[config.mk]
export PLATFORM = sky130hd
export DESIGN_NAME = bram_arbiter_flat
export DESIGN_NICKNAME = d
export VERILOG_FILES = /design/src/rtl/bram_arbiter_if.sv /design/src/rtl/bram_arbiter.sv /design/src/flat_wrapper.sv
export SDC_FILE = /design/constraint.sdc
export NUM_CORES = 1
export LEC_CHECK = 0
export CORE_MARGIN = 2
export CORE_UTILIZATION = 30
export DETAILED_ROUTE_END_ITERATION = 10
export PLACE_DENSITY = 0.7
export SYNTH_ARGS = -nofsm -noshare
export SYNTH_HDL_FRONTEND = slang
export SYNTH_SLANG_ARGS = --single-unit
[constraint.sdc]
create_clock -name sys_clk -period 12.45 [get_ports sys_clk]
set_clock_uncertainty 0.1 [all_clocks]
set_input_delay 1.8675 -clock sys_clk [delete_from_list [all_inputs] [get_ports sys_clk]]
set_output_delay 1.8675 -clock sys_clk [all_outputs]
set_load 0.02 [all_outputs]
[src/rtl/bram_arbiter_if.sv]
// Two-requester BRAM sharing bus: requester side plus the shared BRAM port.
// The arbiter takes the slave view; the environment takes the master view.
interface bram_arbiter_if #(
  parameter int ADDRESS_BITWIDTH     = 16,
  parameter int DATA_BITWIDTH        = 32,
  parameter int DATA_COLUMN_BITWIDTH = 8
);
  localparam int COLUMNS = DATA_BITWIDTH / DATA_COLUMN_BITWIDTH;

  logic                        req0;
  logic                        req1;
  logic [ADDRESS_BITWIDTH-1:0] addr0;
  logic [ADDRESS_BITWIDTH-1:0] addr1;
  logic [COLUMNS-1:0]          we0;
  logic [COLUMNS-1:0]          we1;
  logic [DATA_BITWIDTH-1:0]    wdata0;
  logic [DATA_BITWIDTH-1:0]    wdata1;
  logic                        ack0;
  logic                        ack1;
  logic [DATA_BITWIDTH-1:0]    rdata0;
  logic [DATA_BITWIDTH-1:0]    rdata1;
  logic [ADDRESS_BITWIDTH-1:0] bram_address;
  logic [COLUMNS-1:0]          bram_write_enable;
  logic [DATA_BITWIDTH-1:0]    bram_data_in;
  logic [DATA_BITWIDTH-1:0]    bram_data_out;
  logic                        busy;

  modport slave (
    input  req0, req1, addr0, addr1,
    input  we0, we1, wdata0, wdata1,
    input  bram_data_out,
    output ack0, ack1, rdata0, rdata1,
    output bram_address, bram_write_enable,
    output bram_data_in, busy
  );

  modport master (
    output req0, req1, addr0, addr1,
    output we0, we1, wdata0, wdata1,
    output bram_data_out,
    input  ack0, ack1, rdata0, rdata1,
    input  bram_address, bram_write_enable,
    input  bram_data_in, busy
  );
endinterface

[src/rtl/bram_arbiter.sv]
// Round-robin arbiter sharing one BRAM port between two requesters.
// Each transaction runs IDLE -> ACCESS -> WAIT -> RESP; all outputs registered.
module bram_arbiter #(
  parameter int ADDRESS_BITWIDTH     = 16,
  parameter int DATA_BITWIDTH        = 32,
  parameter int DATA_COLUMN_BITWIDTH = 8
) (
  input  logic          sys_clk,
  input  logic          sys_rst,
  bram_arbiter_if.slave bus
);
  localparam int COLUMNS = DATA_BITWIDTH / DATA_COLUMN_BITWIDTH;

  typedef enum logic [1:0] {
    IDLE,
    ACCESS,
    WAIT,
    RESP
  } state_t;

  state_t                      state_q;
  logic                        owner_q;
  logic                        last_q;
  logic                        busy_q;
  logic                        ack0_q;
  logic                        ack1_q;
  logic [ADDRESS_BITWIDTH-1:0] addr_q;
  logic [COLUMNS-1:0]          we_q;
  logic [DATA_BITWIDTH-1:0]    wdata_q;
  logic [DATA_BITWIDTH-1:0]    rdata0_q;
  logic [DATA_BITWIDTH-1:0]    rdata1_q;

  logic                        any_req;
  logic                        owner_d;

  // Port 1 wins when alone, or when both ask and port 0 was served last.
  always_comb begin
    any_req = bus.req0 | bus.req1;
    owner_d = bus.req1 & (~bus.req0 | ~last_q);
  end

  always_ff @(posedge sys_clk or posedge sys_rst) begin
    if (sys_rst) begin
      state_q  <= IDLE;
      owner_q  <= 1'b0;
      last_q   <= 1'b1;
      busy_q   <= 1'b0;
      ack0_q   <= 1'b0;
      ack1_q   <= 1'b0;
      addr_q   <= '0;
      we_q     <= '0;
      wdata_q  <= '0;
      rdata0_q <= '0;
      rdata1_q <= '0;
    end else begin
      ack0_q <= 1'b0;
      ack1_q <= 1'b0;
      unique case (state_q)
        IDLE: begin
          if (any_req) begin
            owner_q <= owner_d;
            addr_q  <= owner_d ? bus.addr1  : bus.addr0;
            we_q    <= owner_d ? bus.we1    : bus.we0;
            wdata_q <= owner_d ? bus.wdata1 : bus.wdata0;
            busy_q  <= 1'b1;
            state_q <= ACCESS;
          end else begin
            we_q <= '0;
          end
        end
        ACCESS: begin
          we_q    <= '0;
          state_q <= WAIT;
        end
        WAIT: begin
          // BRAM read data is valid now, one cycle after ACCESS.
          if (owner_q) begin
            rdata1_q <= bus.bram_data_out;
            ack1_q   <= 1'b1;
          end else begin
            rdata0_q <= bus.bram_data_out;
            ack0_q   <= 1'b1;
          end
          state_q <= RESP;
        end
        RESP: begin
          last_q  <= owner_q;
          busy_q  <= 1'b0;
          state_q <= IDLE;
        end
        default: state_q <= IDLE;
      endcase
    end
  end

  assign bus.ack0              = ack0_q;
  assign bus.ack1              = ack1_q;
  assign bus.rdata0            = rdata0_q;
  assign bus.rdata1            = rdata1_q;
  assign bus.bram_address      = addr_q;
  assign bus.bram_write_enable = we_q;
  assign bus.bram_data_in      = wdata_q;
  assign bus.busy              = busy_q;
endmodule

[src/flat_wrapper.sv]
// flat-port wrapper written by rule: the top's interface ports become plain ports
module bram_arbiter_flat 
#(
  parameter int ADDRESS_BITWIDTH     = 16,
  parameter int DATA_BITWIDTH        = 32,
  parameter int DATA_COLUMN_BITWIDTH = 8
)
  (sys_clk, sys_rst, bus_req0, bus_req1, bus_addr0, bus_addr1, bus_we0, bus_we1, bus_wdata0, bus_wdata1, bus_bram_data_out, bus_ack0, bus_ack1, bus_rdata0, bus_rdata1, bus_bram_address, bus_bram_write_enable, bus_bram_data_in, bus_busy);
  bram_arbiter_if #(.ADDRESS_BITWIDTH(ADDRESS_BITWIDTH), .DATA_BITWIDTH(DATA_BITWIDTH), .DATA_COLUMN_BITWIDTH(DATA_COLUMN_BITWIDTH)) bus_i ();
  input  logic sys_clk;
  input  logic sys_rst;
  input wire logic [$bits(bus_i.req0)-1:0] bus_req0;
  input wire logic [$bits(bus_i.req1)-1:0] bus_req1;
  input wire logic [$bits(bus_i.addr0)-1:0] bus_addr0;
  input wire logic [$bits(bus_i.addr1)-1:0] bus_addr1;
  input wire logic [$bits(bus_i.we0)-1:0] bus_we0;
  input wire logic [$bits(bus_i.we1)-1:0] bus_we1;
  input wire logic [$bits(bus_i.wdata0)-1:0] bus_wdata0;
  input wire logic [$bits(bus_i.wdata1)-1:0] bus_wdata1;
  input wire logic [$bits(bus_i.bram_data_out)-1:0] bus_bram_data_out;
  output wire logic [$bits(bus_i.ack0)-1:0] bus_ack0;
  output wire logic [$bits(bus_i.ack1)-1:0] bus_ack1;
  output wire logic [$bits(bus_i.rdata0)-1:0] bus_rdata0;
  output wire logic [$bits(bus_i.rdata1)-1:0] bus_rdata1;
  output wire logic [$bits(bus_i.bram_address)-1:0] bus_bram_address;
  output wire logic [$bits(bus_i.bram_write_enable)-1:0] bus_bram_write_enable;
  output wire logic [$bits(bus_i.bram_data_in)-1:0] bus_bram_data_in;
  output wire logic [$bits(bus_i.busy)-1:0] bus_busy;
  assign bus_i.req0 = bus_req0;
  assign bus_i.req1 = bus_req1;
  assign bus_i.addr0 = bus_addr0;
  assign bus_i.addr1 = bus_addr1;
  assign bus_i.we0 = bus_we0;
  assign bus_i.we1 = bus_we1;
  assign bus_i.wdata0 = bus_wdata0;
  assign bus_i.wdata1 = bus_wdata1;
  assign bus_i.bram_data_out = bus_bram_data_out;
  assign bus_ack0 = bus_i.ack0;
  assign bus_ack1 = bus_i.ack1;
  assign bus_rdata0 = bus_i.rdata0;
  assign bus_rdata1 = bus_i.rdata1;
  assign bus_bram_address = bus_i.bram_address;
  assign bus_bram_write_enable = bus_i.bram_write_enable;
  assign bus_bram_data_in = bus_i.bram_data_in;
  assign bus_busy = bus_i.busy;
  bram_arbiter #(.ADDRESS_BITWIDTH(ADDRESS_BITWIDTH), .DATA_BITWIDTH(DATA_BITWIDTH), .DATA_COLUMN_BITWIDTH(DATA_COLUMN_BITWIDTH)) u_core (.sys_clk(sys_clk), .sys_rst(sys_rst), .bus(bus_i));
endmodule
==> results of run 1 <==
-- how the worst max path moves through the flow --
stage / start / endpoint / slack, ps / cells after the start
2_1_floorplan: sys_rst / u_core.bus.ack0 / 7210 / 1
3_3_place_gp: bus_req0 / u_core.bus.bram_write_enable[0] / 8430 / 4
3_5_place_dp: bus_req0 / u_core.bus.bram_write_enable[1] / 8330 / 4
4_1_cts: bus_req0 / u_core.bus.bram_write_enable[2] / 8770 / 4
5_1_grt: bus_req0 / u_core.bus.bram_write_enable[1] / 8620 / 4
6_report: bus_req0 / u_core.bus.bram_write_enable[1] / 8770 / 4
-- tightest hold or removal path: stages, from the launching register on --
cell	delay [ps]
dfrtp_1	340
nand2_1	50
o21ai_1	60
-- layer usage --
metal  wire length, um  up-vias  share of wire  track usage
met4               261        0          0.018       0.0567
met5                 0        -              0            0
met2              7320      200           0.50        0.279
met1              5960     2096           0.41        0.197
met3              1170       18          0.079       0.0571
li1                  -     2021              -            -
-- cell type report --
type | count | area share
timing repair buffer | 261 | 0.309
tap | 220 | 0.0326
clock buffer | 27 | 0.0608
clock inverter | 5 | 0.0125
multi-input combinational | 290 | 0.218
sequential | 123 | 0.365
inverter | 5 | 0.00252
-- power breakdown --
group          leakage, uW  internal, uW  switching [uW]
clock             0.000294           342             171
combinational      0.00180           570             573
sequential         0.00142           607             111
-- logic make-up (layout without fill, tap and decap cells) --
group                      Yosys count  after routing  share of synthesized area
adders and majority gates            4              4                    0.00986
and+or+nand+nor                    107            107                     0.0801
buffers and inverters               34            298                     0.0370
muxes                               70             70                      0.154
DFF                                123            123                      0.607
AOI/OAI and AO/OA                  109            109                      0.112
-- through the flow --
step                area [um2]  worst slack [ps]
finish                    8430              8770
global route              8430              8620
CTS                       8430              8770
detailed placement        7820              8330
global placement          7820              8430
floorplan                 5070              7210
-- registers in the layout, summed over array words and instances (netlist names) --
register / flops
u_core.bus.rdata1: 32
u_core.bus.rdata0: 32
u_core.bus.busy: 1
u_core.bus.bram_data_in: 32
u_core.bus.bram_write_enable: 4
u_core.last_q: 1
u_core.bus.ack1: 1
u_core.owner_q: 1
u_core.bus.ack0: 1
u_core.bus.bram_address: 16
u_core.state_q: 2
-- cell usage in the layout (no fill, tap or decap), drive strengths merged, types with 2 or more instances in the layout --
cell and instances:
clkdlybuf4s50 258, dfrtp 122, a21oi 96, mux2 66, nand2 54, nor2 51
clkbuf 27, o21ai 7, inv 5, mux2i 4, ha 4, bufinv 3
buf 3, clkinvlp 2
==> summary.txt, run 1 <==
Outcome
  – Status: completed

Timing
  – WHS: 390 ps
  – Setup violators final: 0
  – FMAX: 271 MHz
  – Fin Setup TNS: 0 ps
  – Rel. slew slack: 0.141
  – RSZ-0062 raised after global routing: false
  – Minimum clock period after layout: 3680 ps
  – Final hold vios: 0
  – Final period util: 0.296
  – Worst slew pin tran: 1280 ps
  – Pins Over Slew Limit: 0

Power and ir drop
  – PwrDens: 281 nW/um2
  – Leakage: 0.00351 uW
  – Tot Pwr: 2370 uW
  – Maximum VDD drop: 156 uV

Global route
  – Antenna violations before repair: 0
  – Largest net degree at the start of global routing: 63
  – GRT overflow: 0
  – Vias in the first global route: 4,577
  – Tot GR Track Use: 0.165
  – First-pass GRT wire length: 23.4 mm

Detailed routing
  – DRC viols: 0
  – WL final: 14.7 mm
  – Drt first pass iters: 4
  – Routed WL per cell: 15.8 um
  – Detailed-route via count: 4,335
  – Via density: 4.66
  – Starting DRC count in detailed routing: 206
  – Routed Antenna Nets: 0

Floorplanning
  – Site Rows: 47
  – IO Pins: 259
  – Die width: 134 um
  – Die H: 134 um
  – Initial core utilization: 0.306
  – Core Region: 16,600 um2
  – Die area: 18,000 um2

Setup path
  – Bufs and invs on worst path: 1
  – Critical path launch point type: primary input
  – CP max FO: 52
  – Slowest library cell on the worst path: a21bo_2
  – WP data arrival: 3860 ps
  – Slowest stage delay, CP: 920 ps
  – R2r worst-path depth: 5
  – Worst path required time: 12,630 ps
  – Setup CP Type: primary input to flip-flop
  – Delay-heaviest family, CP: compound AO/OA/AOI/OAI gates
  – FF-to-FF End: u_core.bus.bram_write_enable[2]
  – Critical path cell sequence: clkdlybuf4s50_1 > a21bo_2 > mux2i_1 > o21ai_0
  – CP Capture Type: flip-flop
  – R2R Path Start: u_core.state_q[0]
  – R2R Setup Slk: 10,050 ps

Clocking
  – Clk sinks: 123
  – Max Root-Sink Buffers: 2
  – PostCTS Resize Cnt: 0
  – CTS tree: built
  – Num CTS Buffers: 17
  – # hold bufs at CTS: 0
  – Clock Latency Late Sink: 410 ps
  – CTS Root Cell: clkbuf_16
  – H-Tree Depth: 4
  – Reg clk slew, reported paths: 50 ps
  – Setup bufs post-CTS: 0

Finish
  – Nets: 842
  – FF+latch area: 3080 um2
  – Layout cells sized above 1: 0.145
  – FILL cells: 1,453
  – Core Util, Final: 0.509
  – Syn-to-layout area delta: 66.2%
  – Area of the multi-input gates: 1840 um2
  – Cell Count, Final, Fillers Out: 931
  – N_diodes: 0

Synth
  – Synthesis-stage register bit count: 123
  – Distinct cells, synth: 24
  – Most frequent cells after synthesis: 122 x dfrtp_1, 96 x a21oi_1, 66 x mux2_2
  – Cells after Synth: 447
  – Syn Nets: 591
  – Post-synth EDFFs: 0
  – Sequential share of the synthesized area: 0.607
  – Top area cells in the synthesized netlist: dfrtp_1 60%, mux2_2 15%, a21oi_1 9.5%, nand2_1 4.0%, nor2_1 3.8%
  – Post-synth top area share: 0.602
  – Synth Warn #: 0
  – Post-synthesis async set-or-reset flop share: 1.00
  – Syn Area/Cell: 11.4 um2
  – Main flop type after synthesis: dfrtp_1
  – Cell Area, Synth: 5070 um2
  – Yosys top cell by area: dfrtp_1
  – Cell with the most instances after synthesis: dfrtp_1

Run
  – Max-Cap Viols: 0

Placement
  – I/O Buffers: 258
  – Placed insts: 899
  – Hpwl dp: 10.4 mm
  – Final GP Congestion: 0.774

Hold path
  – Sink of the worst hold path: u_core.bus.bram_write_enable[3]
  – Hold_sp: u_core.bus.bram_write_enable[3]
  – Hold path depth: 2
  – Hold Crit Class: flip-flop to flip-flop
Power figures use the tool's default switching activity.
==> run 2, diff against run 1 <==
Clock period 12.45 ns to 3.7 ns, I/O delays scaled along.
==> run 2 against run 1 <==
Worst hold slack lost 21 ps. Non-clock buffer count grew 4. Total power grew to 3.3 times the previous value. Critical path depth is the same.
==> summary.txt, run 2 (synthesis gave the netlist of run 1 again) <==
Clocking
  – Max Root-Sink Buffers: 2 (unchanged)
  – Num CTS Buffers: 17 (unchanged)
  – CTS Root Cell: clkbuf_16
  – Reg clk slew, reported paths: 60 ps (about the same)
  – CTS tree: built
  – PostCTS Resize Cnt: 0 (unchanged)
  – Clock Latency Late Sink: 400 ps (about the same)
  – Clk sinks: 123 (unchanged)
  – Setup bufs post-CTS: 0 (unchanged)
  – H-Tree Depth: 4 (unchanged)
  – # hold bufs at CTS: 0 (unchanged)

Setup path
  – Worst path required time: 3880 ps (-8750 ps)
  – CP max FO: 33 (-37%)
  – WP data arrival: 2410 ps (-1450 ps)
  – FF-to-FF End: u_core.bus.rdata0[9]
  – R2R Path Start: u_core.state_q[0]
  – Slowest library cell on the worst path: nor2b_4
  – Setup CP Type: flip-flop to flip-flop
  – Delay-heaviest family, CP: simple AND/OR/NAND/NOR gates
  – Slowest stage delay, CP: 830 ps (-90 ps)
  – R2R Setup Slk: 1470 ps (-8580 ps)
  – Critical path launch point type: flip-flop
  – Critical path cell sequence: inv_1 > ha_1 > nor2b_4 > mux2_2
  – CP Capture Type: flip-flop
  – R2r worst-path depth: 4 (-1)
  – Bufs and invs on worst path: 1 (unchanged)

Timing
  – Minimum clock period after layout: 2230 ps
  – Pins Over Slew Limit: 0 (unchanged)
  – FMAX: 448 MHz
  – Final period util: 0.603
  – Rel. slew slack: 0.332 (+0.191)
  – RSZ-0062 raised after global routing: false
  – Setup violators final: 0 (unchanged)
  – Worst slew pin tran: 1000 ps (-283 ps)
  – Fin Setup TNS: 0 ps (unchanged)
  – Final hold vios: 0 (unchanged)

Finish
  – Layout cells sized above 1: 0.157 (+0.0118)
  – Final instance area: 8470 um2 (+0.40%)
  – Commonest non-fill, non-tap cell in the layout: clkdlybuf4s50_1
  – FILL cells: 1,463 (+0.69%)
  – Most frequent cells in the layout: 258 x clkdlybuf4s50_1, 122 x dfrtp_1, 96 x a21oi_1
  – N_diodes: 0 (unchanged)
  – Syn-to-layout area delta: 66.9%
  – Nets: 846 (+0.48%)

Power and ir drop
  – Maximum VDD drop: 431 uV (+180%)
  – PwrDens: 937 nW/um2 (+230%)
  – Tot Pwr: 7940 uW (+230%)
  – Leakage: 0.00353 uW (+0.62%)

Placement
  – I/O Buffers: 258 (unchanged)
  – Hpwl dp: 10.5 mm (+1.3%)
  – Final GP Congestion: 0.832 (+7.5%)
  – Placement-stage cell area: 7860 um2 (+0.56%)

Detailed routing
  – DRC viols: 0 (unchanged)
  – Routed WL per cell: 15.6 um (-1.2%)
  – Drt first pass iters: 4 (unchanged)
  – Detailed-route via count: 4,353 (+0.42%)
  – Via density: 4.66 (about the same)
  – WL final: 14.6 mm (-0.80%)
  – Starting DRC count in detailed routing: 127 (-38%)
  – Routed Antenna Nets: 0 (unchanged)

Global route
  – Tot GR Track Use: 0.165 (-0.000647)
  – Antenna violations before repair: 0 (unchanged)
  – GRT overflow: 0 (unchanged)
  – Largest net degree at the start of global routing: 72 (+14%)
  – Vias in the first global route: 4,639 (+1.4%)
  – First-pass GRT wire length: 23.4 mm (about the same)

Floorplanning
  – Die H: 134 um (unchanged)
  – Die area: 18,000 um2 (unchanged)
  – Core Region: 16,600 um2 (unchanged)
  – Initial core utilization: 0.306 (unchanged)
  – Site Rows: 47 (unchanged)
  – IO Pins: 259 (unchanged)
  – Die width: 134 um (unchanged)

Hold path
  – Hold Crit Class: primary input to async pin

Run
  – Max-Cap Viols: 0 (unchanged)

Outcome
  – Status: completed
[run 2: cell count changes in the layout (fill, tap and decap cells not counted), sizes merged]
cell,delta
clkbuf,-9
clkinvlp,+1
buf,+4
inv,+1
clkinv,+7
[run 2: how the worst max path moves through the flow]
stage | start | endpoint | slack, ps | depth (start not counted)
after global placement | bus_req0 | u_core.bus.bram_data_in[14] | 1120 | 5
final | u_core.state_q[0] | u_core.bus.rdata0[9] | 1470 | 4
after CTS | u_core.state_q[0] | u_core.bus.rdata0[9] | 1420 | 4
after global routing | u_core.state_q[0] | u_core.bus.rdata0[13] | 1300 | 4
after detailed placement | bus_req0 | u_core.bus.bram_data_in[2] | 1060 | 5
after floorplan | sys_rst | u_core.bus.ack0 | 1530 | 1
[run 2: where the power goes]
group / internal (uW) / total [uW] / leakage [uW] / switching (uW)
clock: 1080 / 1680 / 0.000296 / 606
combinational: 1920 / 3830 / 0.00182 / 1910
sequential: 2040 / 2420 / 0.00142 / 381
[run 2: cell type report]
cell class                      instances  area [um2]  share of cell area
Inverter                                5        22.5             0.00266
Timing Repair Buffer                  265        2650               0.313
Tap cell                              220         275              0.0325
Sequential cell                       123        3080               0.364
Clock buffer                           18         439              0.0519
Multi-Input combinational cell        290        1840               0.217
Clock inverter                         14         169              0.0199
[run 2: worst register-to-register path, stage by stage (launching register included)]
cell	delay [ps]
dfrtp_1	400
inv_1	120
ha_1	220
nor2b_4	840
mux2_2	440
[run 2: metal layers]
metal,vias to the layer above,global-route usage,part of all wire
met3,17,0.0457,0.066
met2,187,0.297,0.51
met4,0,0.0556,0.016
met5,-,0,0
met1,2121,0.188,0.41
li1,2028,-,-
[run 2: per-stage QoR]
stage	util	cells	setup WS (ps)	hold WS [ps]
2_1_floorplan	-	447	1530	414
3_3_place_gp	0.474	903	1120	387
3_5_place_dp	0.474	903	1060	385
4_1_cts	0.511	935	1420	356
5_1_grt	0.511	935	1300	387
6_report	0.511	935	1470	369
==> run 3, diff against run 2 <==
Clock period 3.7 ns to 2.2 ns, I/O delays scaled along.
==> run 3 against run 2 <==
Total power rose by 67%. Clock power up 59%. Routed wire length is 2.0% lower. Critical path depth is 3 lower. Sequential power grew 69%. Design area is 0.75% higher. Utilization grew 0.38 points. Critical endpoint is now bus_busy. Largest cell class unchanged.
==> summary.txt, run 3 (synthesis gave the netlist of run 1 again) <==
Floorplanning
  – IO Pins: 259 (unchanged)
  – Die width: 134 um (unchanged)
  – Die H: 134 um (unchanged)
  – Die area: 18,000 um2 (unchanged)
  – Core Region: 16,600 um2 (unchanged)
  – Initial core utilization: 0.306 (unchanged)
  – Site Rows: 47 (unchanged)

Finish
  – Most frequent cells in the layout: 258 x clkdlybuf4s50_1, 122 x dfrtp_1, 96 x a21oi_1
  – Nets: 851 (+0.59%)
  – Commonest non-fill, non-tap cell in the layout: clkdlybuf4s50_1
  – Final instance area: 8530 um2 (+0.75%)
  – Syn-to-layout area delta: 68.1%
  – Core Util, Final: 0.514 (+0.00385)
  – N_diodes: 0 (unchanged)
  – Layout cells sized above 1: 0.158 (+0.00169)

Setup path
  – Critical path cell sequence: clkdlybuf4s50_1
  – CP Capture Type: output port
  – Setup CP Type: flip-flop to output port
  – Critical path launch point type: flip-flop
  – Critical path origin: u_core.bus.busy
  – Slowest stage delay, CP: 650 ps (-180 ps)
  – CP max FO: 3 (-91%)
  – Worst path required time: 1770 ps (-2110 ps)
  – Bufs and invs on worst path: 1 (unchanged)
  – Slowest library cell on the worst path: clkdlybuf4s50_1
  – R2R Path Start: u_core.state_q[0]
  – Delay-heaviest family, CP: buffers and inverters
  – WP data arrival: 1440 ps (-970 ps)

Placement
  – Placement-stage cell area: 7960 um2 (+1.3%)
  – I/O Buffers: 258 (unchanged)
  – Hpwl dp: 10.4 mm (-1.1%)
  – Final GP Congestion: 0.808 (-2.9%)
  – Pre-CTS WS: 257 ps (-799 ps)

Timing
  – Worst slew pin tran: 397 ps (-604 ps)
  – RSZ-0062 raised after global routing: false
  – Final period util: 0.849
  – FMAX: 535 MHz
  – Fin Setup TNS: 0 ps (unchanged)
  – Worst Slack Setup Final: 333 ps (-1140 ps)
  – Final hold vios: 0 (unchanged)
  – Rel. slew slack: 0.735 (+0.404)
  – Minimum clock period after layout: 1870 ps
  – Setup violators final: 0 (unchanged)
  – Pins Over Slew Limit: 0 (unchanged)

Clocking
  – Max Root-Sink Buffers: 2 (unchanged)
  – H-Tree Depth: 4 (unchanged)
  – CTS Root Cell: clkbuf_16
  – PostCTS Resize Cnt: 0 (unchanged)
  – Reg clk slew, reported paths: 60 ps (about the same)
  – Clk sinks: 123 (unchanged)
  – Setup bufs post-CTS: 0 (unchanged)
  – Clock Latency Late Sink: 400 ps (about the same)
  – Num CTS Buffers: 17 (unchanged)
  – CTS tree: built
  – # hold bufs at CTS: 0 (unchanged)

Global route
  – First-pass GRT wire length: 22.9 mm (-2.2%)
  – GRT overflow: 0 (unchanged)
  – Largest net degree at the start of global routing: 75 (+4.2%)
  – Tot GR Track Use: 0.161 (-0.00413)
  – Vias in the first global route: 4,538 (-2.2%)
  – Antenna violations before repair: 0 (unchanged)

Detailed routing
  – Routed WL per cell: 15.2 um (-2.5%)
  – WL final: 14.3 mm (-2.0%)
  – Routed Antenna Nets: 0 (unchanged)
  – DRC viols: 0 (unchanged)
  – Starting DRC count in detailed routing: 184 (+45%)
  – Drt first pass iters: 4 (unchanged)
  – Via density: 4.64 (-0.37%)
  – Detailed-route via count: 4,360 (+0.16%)

Run
  – Max-Cap Viols: 0 (unchanged)

Power and ir drop
  – Gate power share: 0.492 (+0.009)
  – Sequential Power Share: 0.307 (+0.002)
  – Maximum VDD drop: 605 uV (+40%)
  – Psw: 4840 uW (+67%)
  – Switching Fraction: 0.364 (-0.000537)
  – PwrDens: 1560 nW/um2 (+66%)
  – Clock power share: 0.201 (-0.011)
  – Leakage: 0.00356 uW (+0.74%)
  – Tot Pwr: 13,300 uW (+67%)
  – Int Power: 8450 uW (+68%)

Hold path
  – Hold Crit Class: primary input to async pin

Outcome
  – Status: completed
## run 3: stage by stage
step	hold WS, ps	instances
6_report	328	940
3_3_place_gp	387	908
3_5_place_dp	383	908
5_1_grt	338	940
2_1_floorplan	359	447
4_1_cts	323	940
## run 3: worst min-delay path, stage by stage
cell and delay (ps):
clkdlybuf4s50_1 470, clkinvlp_4 140, buf_12 270
## run 3: per-layer routing
layer  wire, um  GRT usage  part of all wire  vias up
met5          0          0                 0        -
met4        231     0.0591             0.016        0
li1           -          -                 -     2044
met3        924     0.0438             0.065       18
met2       7200      0.274              0.50      185
met1       5940      0.195              0.42     2113
## run 3: final timing paths
| check | end | slack, ps | cells past startpoint |
|---|---|---|---|
| max | bus_busy | 330 | 1 |
| min in group sys_clk | u_core.bus.bram_data_in[14] | 370 | 3 |
| min | u_core.bus.bram_data_in[5] | 330 | 3 |
| min reg2reg | u_core.bus.bram_write_enable[1] | 400 | 2 |
| max reg2reg | u_core.bus.bram_write_enable[2] | 360 | 6 |
| max in group asynchronous | u_core.bus.rdata0[19] | 1310 | 3 |
## run 3: layout make-up
type                    count  area, um2
inverters                   5       22.5
well taps                 220        275
flip-flops and latches    123       3080
clock buffers              21        450
multi-input cells         290       1840
clock inverters            11        121
fillers                  1448       8050
repair buffers            270       2750
## run 3: power groups by stage
stage / registers [uW] / clock network [uW] / logic, uW
4_1_cts: 4090 / 2730 / 6630
3_3_place_gp: 4050 / 0 / 6500
6_report: 4080 / 2670 / 6550
3_5_place_dp: 4110 / 0 / 6610
5_1_grt: 4230 / 2870 / 6990
2_1_floorplan: 5370 / 0 / 2160
==> patch: new RTL, flow settings as in run 3 <==
The 4 states of `state_t` get a one-hot encoding in 4 bits.
--- a/src/rtl/bram_arbiter.sv
+++ b/src/rtl/bram_arbiter.sv
@@ -11,11 +11,11 @@
 );
   localparam int COLUMNS = DATA_BITWIDTH / DATA_COLUMN_BITWIDTH;
 
-  typedef enum logic [1:0] {
-    IDLE,
-    ACCESS,
-    WAIT,
-    RESP
+  typedef enum logic [3:0] {
+    IDLE   = 4'b0001,
+    ACCESS = 4'b0010,
+    WAIT   = 4'b0100,
+    RESP   = 4'b1000
   } state_t;
 
   state_t                      state_q;
Check against the original RTL: no difference found for any inputs over 4 cycles, from zero or initial values and one cycle with sys_rst high; so few cycles prove little.
==> patch against run 3 <==
  * Design area is 1.6% higher
  * Wire length is 6.2% lower
  * Setup slack better by 0.016 ns
  * Sequential cell count is 2 higher
  * Combinational power is 15% lower
  * Total power is 8.4% lower
  * Synthesized area is 2.6% higher
  * Sequential share of layout area hardly changed
  * Die area is 2.5% higher
==> patch: results (changes against run 3) <==
| Metric | Reported | Unit | vs run 3 |
|---|---|---|---|
| Result of the run | complete, no violations | - | unchanged |
| Clock buffer count from CTS | 17 | - | unchanged |
| Sequential area share after synthesis | 60.1 | % | was 60.7% |
| Hold slack | 0.310 | ns | was 0.328 ns |
| Largest fanout on the critical path | 2 | - | was 3 |
| Net count, final | 802 | - | was 851 |
| Net Count, Synth | 532 | - | was 591 |
| Worst IR Drop VDD | 0.638 | mV | was 0.605 mV |
| Post-Route WL | 13,400 | um | was 14,300 um |
| Reg2reg path depth | 4 | - | was 6 |
| Top cells by area in the synthesized netlist | sky130_fd_sc_hd__dfrtp_1, sky130_fd_sc_hd__mux2_2, sky130_fd_sc_hd__mux2i_1 | - | was sky130_fd_sc_hd__dfrtp_1, sky130_fd_sc_hd__mux2_2, sky130_fd_sc_hd__a21oi_1 |
| Fraction of final layout cells with drive strength greater than 1 | 17.2 | % | was 15.8% |
| Clock-pin slew on the worst setup and hold paths | 0.05 | ns |  |
| Standby leakage power | 3.76 | nW | was 3.56 nW |
| Maximum number of pins on one net before global-route repair | 91 | - | was 75 |
| Vias in the first global route | 4,240 | - | was 4,538 |
| Overall routing resource usage | 15.1 | % | was 16.1% |
| Synthesized-area fraction occupied by ao, oa, aoi and oai cells | 5.89 | % | was 11.2% |
| Worst R2R Setup Slack | 0.38 | ns | was 0.36 ns |
| Vias per inst | 4.44 | - | was 4.64 |
| Endpoint of the worst register-to-register path | u_core.bus.rdata0[26] | - | was u_core.bus.bram_write_enable[2] |
| Startpoint of the worst register-to-register path | u_core.state_q[1] | - | was u_core.state_q[0] |
| Area share of fa/ha/maj cells after synthesis | 0 | % | was 0.986% |
| Post-route insts no fill | 898 | - | was 940 |
| Global placement routability congestion | 0.710 | - | was 0.808 |
| Number of port buffers | 258 | - | unchanged |
| Initial antenna violation count | 0 | - | unchanged |
| Proportion of synthesized area in mux cells | 24.5 | % | was 15.4% |
| Placement Setup Slack | 0.193 | ns | was 0.257 ns |
| Syn Area/Cell | 13.3 | um^2 | was 11.4 um^2 |
| Proportion of register bits with asynchronous set or reset after synthesis | 100 | % | unchanged |
| Post-DP Area | 0.00811 | mm^2 | was 0.00796 mm^2 |
| Critical path's largest stage delay | 0.67 | ns | was 0.65 ns |
| Worst endpoint data arrival time | 1.42 | ns | was 1.44 ns |
| Initial DRC Count | 48 | - | was 184 |
| Instance count after placement with tap cells included | 868 | - | was 908 |
| Count of inserted antenna diode cells | 0 | - | unchanged |
| Unique cell type count in the Yosys netlist | 29 | - | was 24 |
| Most common library cells after synthesis | sky130_fd_sc_hd__dfrtp_1, sky130_fd_sc_hd__mux2_2, sky130_fd_sc_hd__mux2i_1, sky130_fd_sc_hd__o21ai_0, sky130_fd_sc_hd__nand2_1 | - | was sky130_fd_sc_hd__dfrtp_1, sky130_fd_sc_hd__a21oi_1, sky130_fd_sc_hd__mux2_2 |
| HPWL after detailed placement | 10,200 | um | was 10,400 um |
| Normalized max-slew margin | 58.6 | % | was 73.5% |
-- patch: how the worst max path moves through the flow --
stage,from,end,slack [ns],depth (start not counted)
3_5_place_dp,bus_req0,u_core.bus.bram_data_in[8],0.19,6
2_1_floorplan,sys_rst,u_core.bus.ack0,0.23,1
6_report,u_core.bus.busy,bus_busy,0.35,1
3_3_place_gp,bus_req0,u_core.bus.bram_data_in[12],0.25,6
5_1_grt,u_core.state_q[1],u_core.bus.rdata0[8],0.28,4
4_1_cts,u_core.bus.busy,bus_busy,0.30,1
-- patch: cell type report --
type                    count  area [um^2]
clock inverters            10          118
clock buffers              20          447
well taps                 225          282
repair buffers            275         2800
fillers                  1474         8450
flip-flops and latches    125         3130
multi-input cells         239         1880
inverters                   4         18.8
-- patch: worst reg2reg max path: stages (launching register included) --
cell and delay [ns]:
sky130_fd_sc_hd__dfrtp_1 0.44, sky130_fd_sc_hd__nor4b_4 0.35, sky130_fd_sc_hd__and2b_1 0.24, sky130_fd_sc_hd__buf_12 0.21, sky130_fd_sc_hd__mux2_2 0.37
-- patch: kinds of logic after synthesis --
| group | after synthesis |
|---|---|
| buffers and inverters | 28 |
| AND/OR/NAND/NOR | 62 |
| multiplexers | 119 |
| AO/OA/AOI/OAI | 58 |
| flip-flops | 125 |
-- patch: layer usage --
layer / track usage [%] / share of wire, % / vias up
li1: - / - / 1906
met1: 17.0 / 39 / 1905
met2: 26.7 / 51 / 163
met3: 5.46 / 8.4 / 10
met4: 4.34 / 1.1 / 0
met5: 0 / 0 / -
-- patch: power by group --
part / switching (mW) / leakage, nW / internal, mW
sequential: 0.594 / 1.53 / 3.39
combinational: 2.72 / 1.96 / 2.83
clock: 0.971 / 0.264 / 1.68
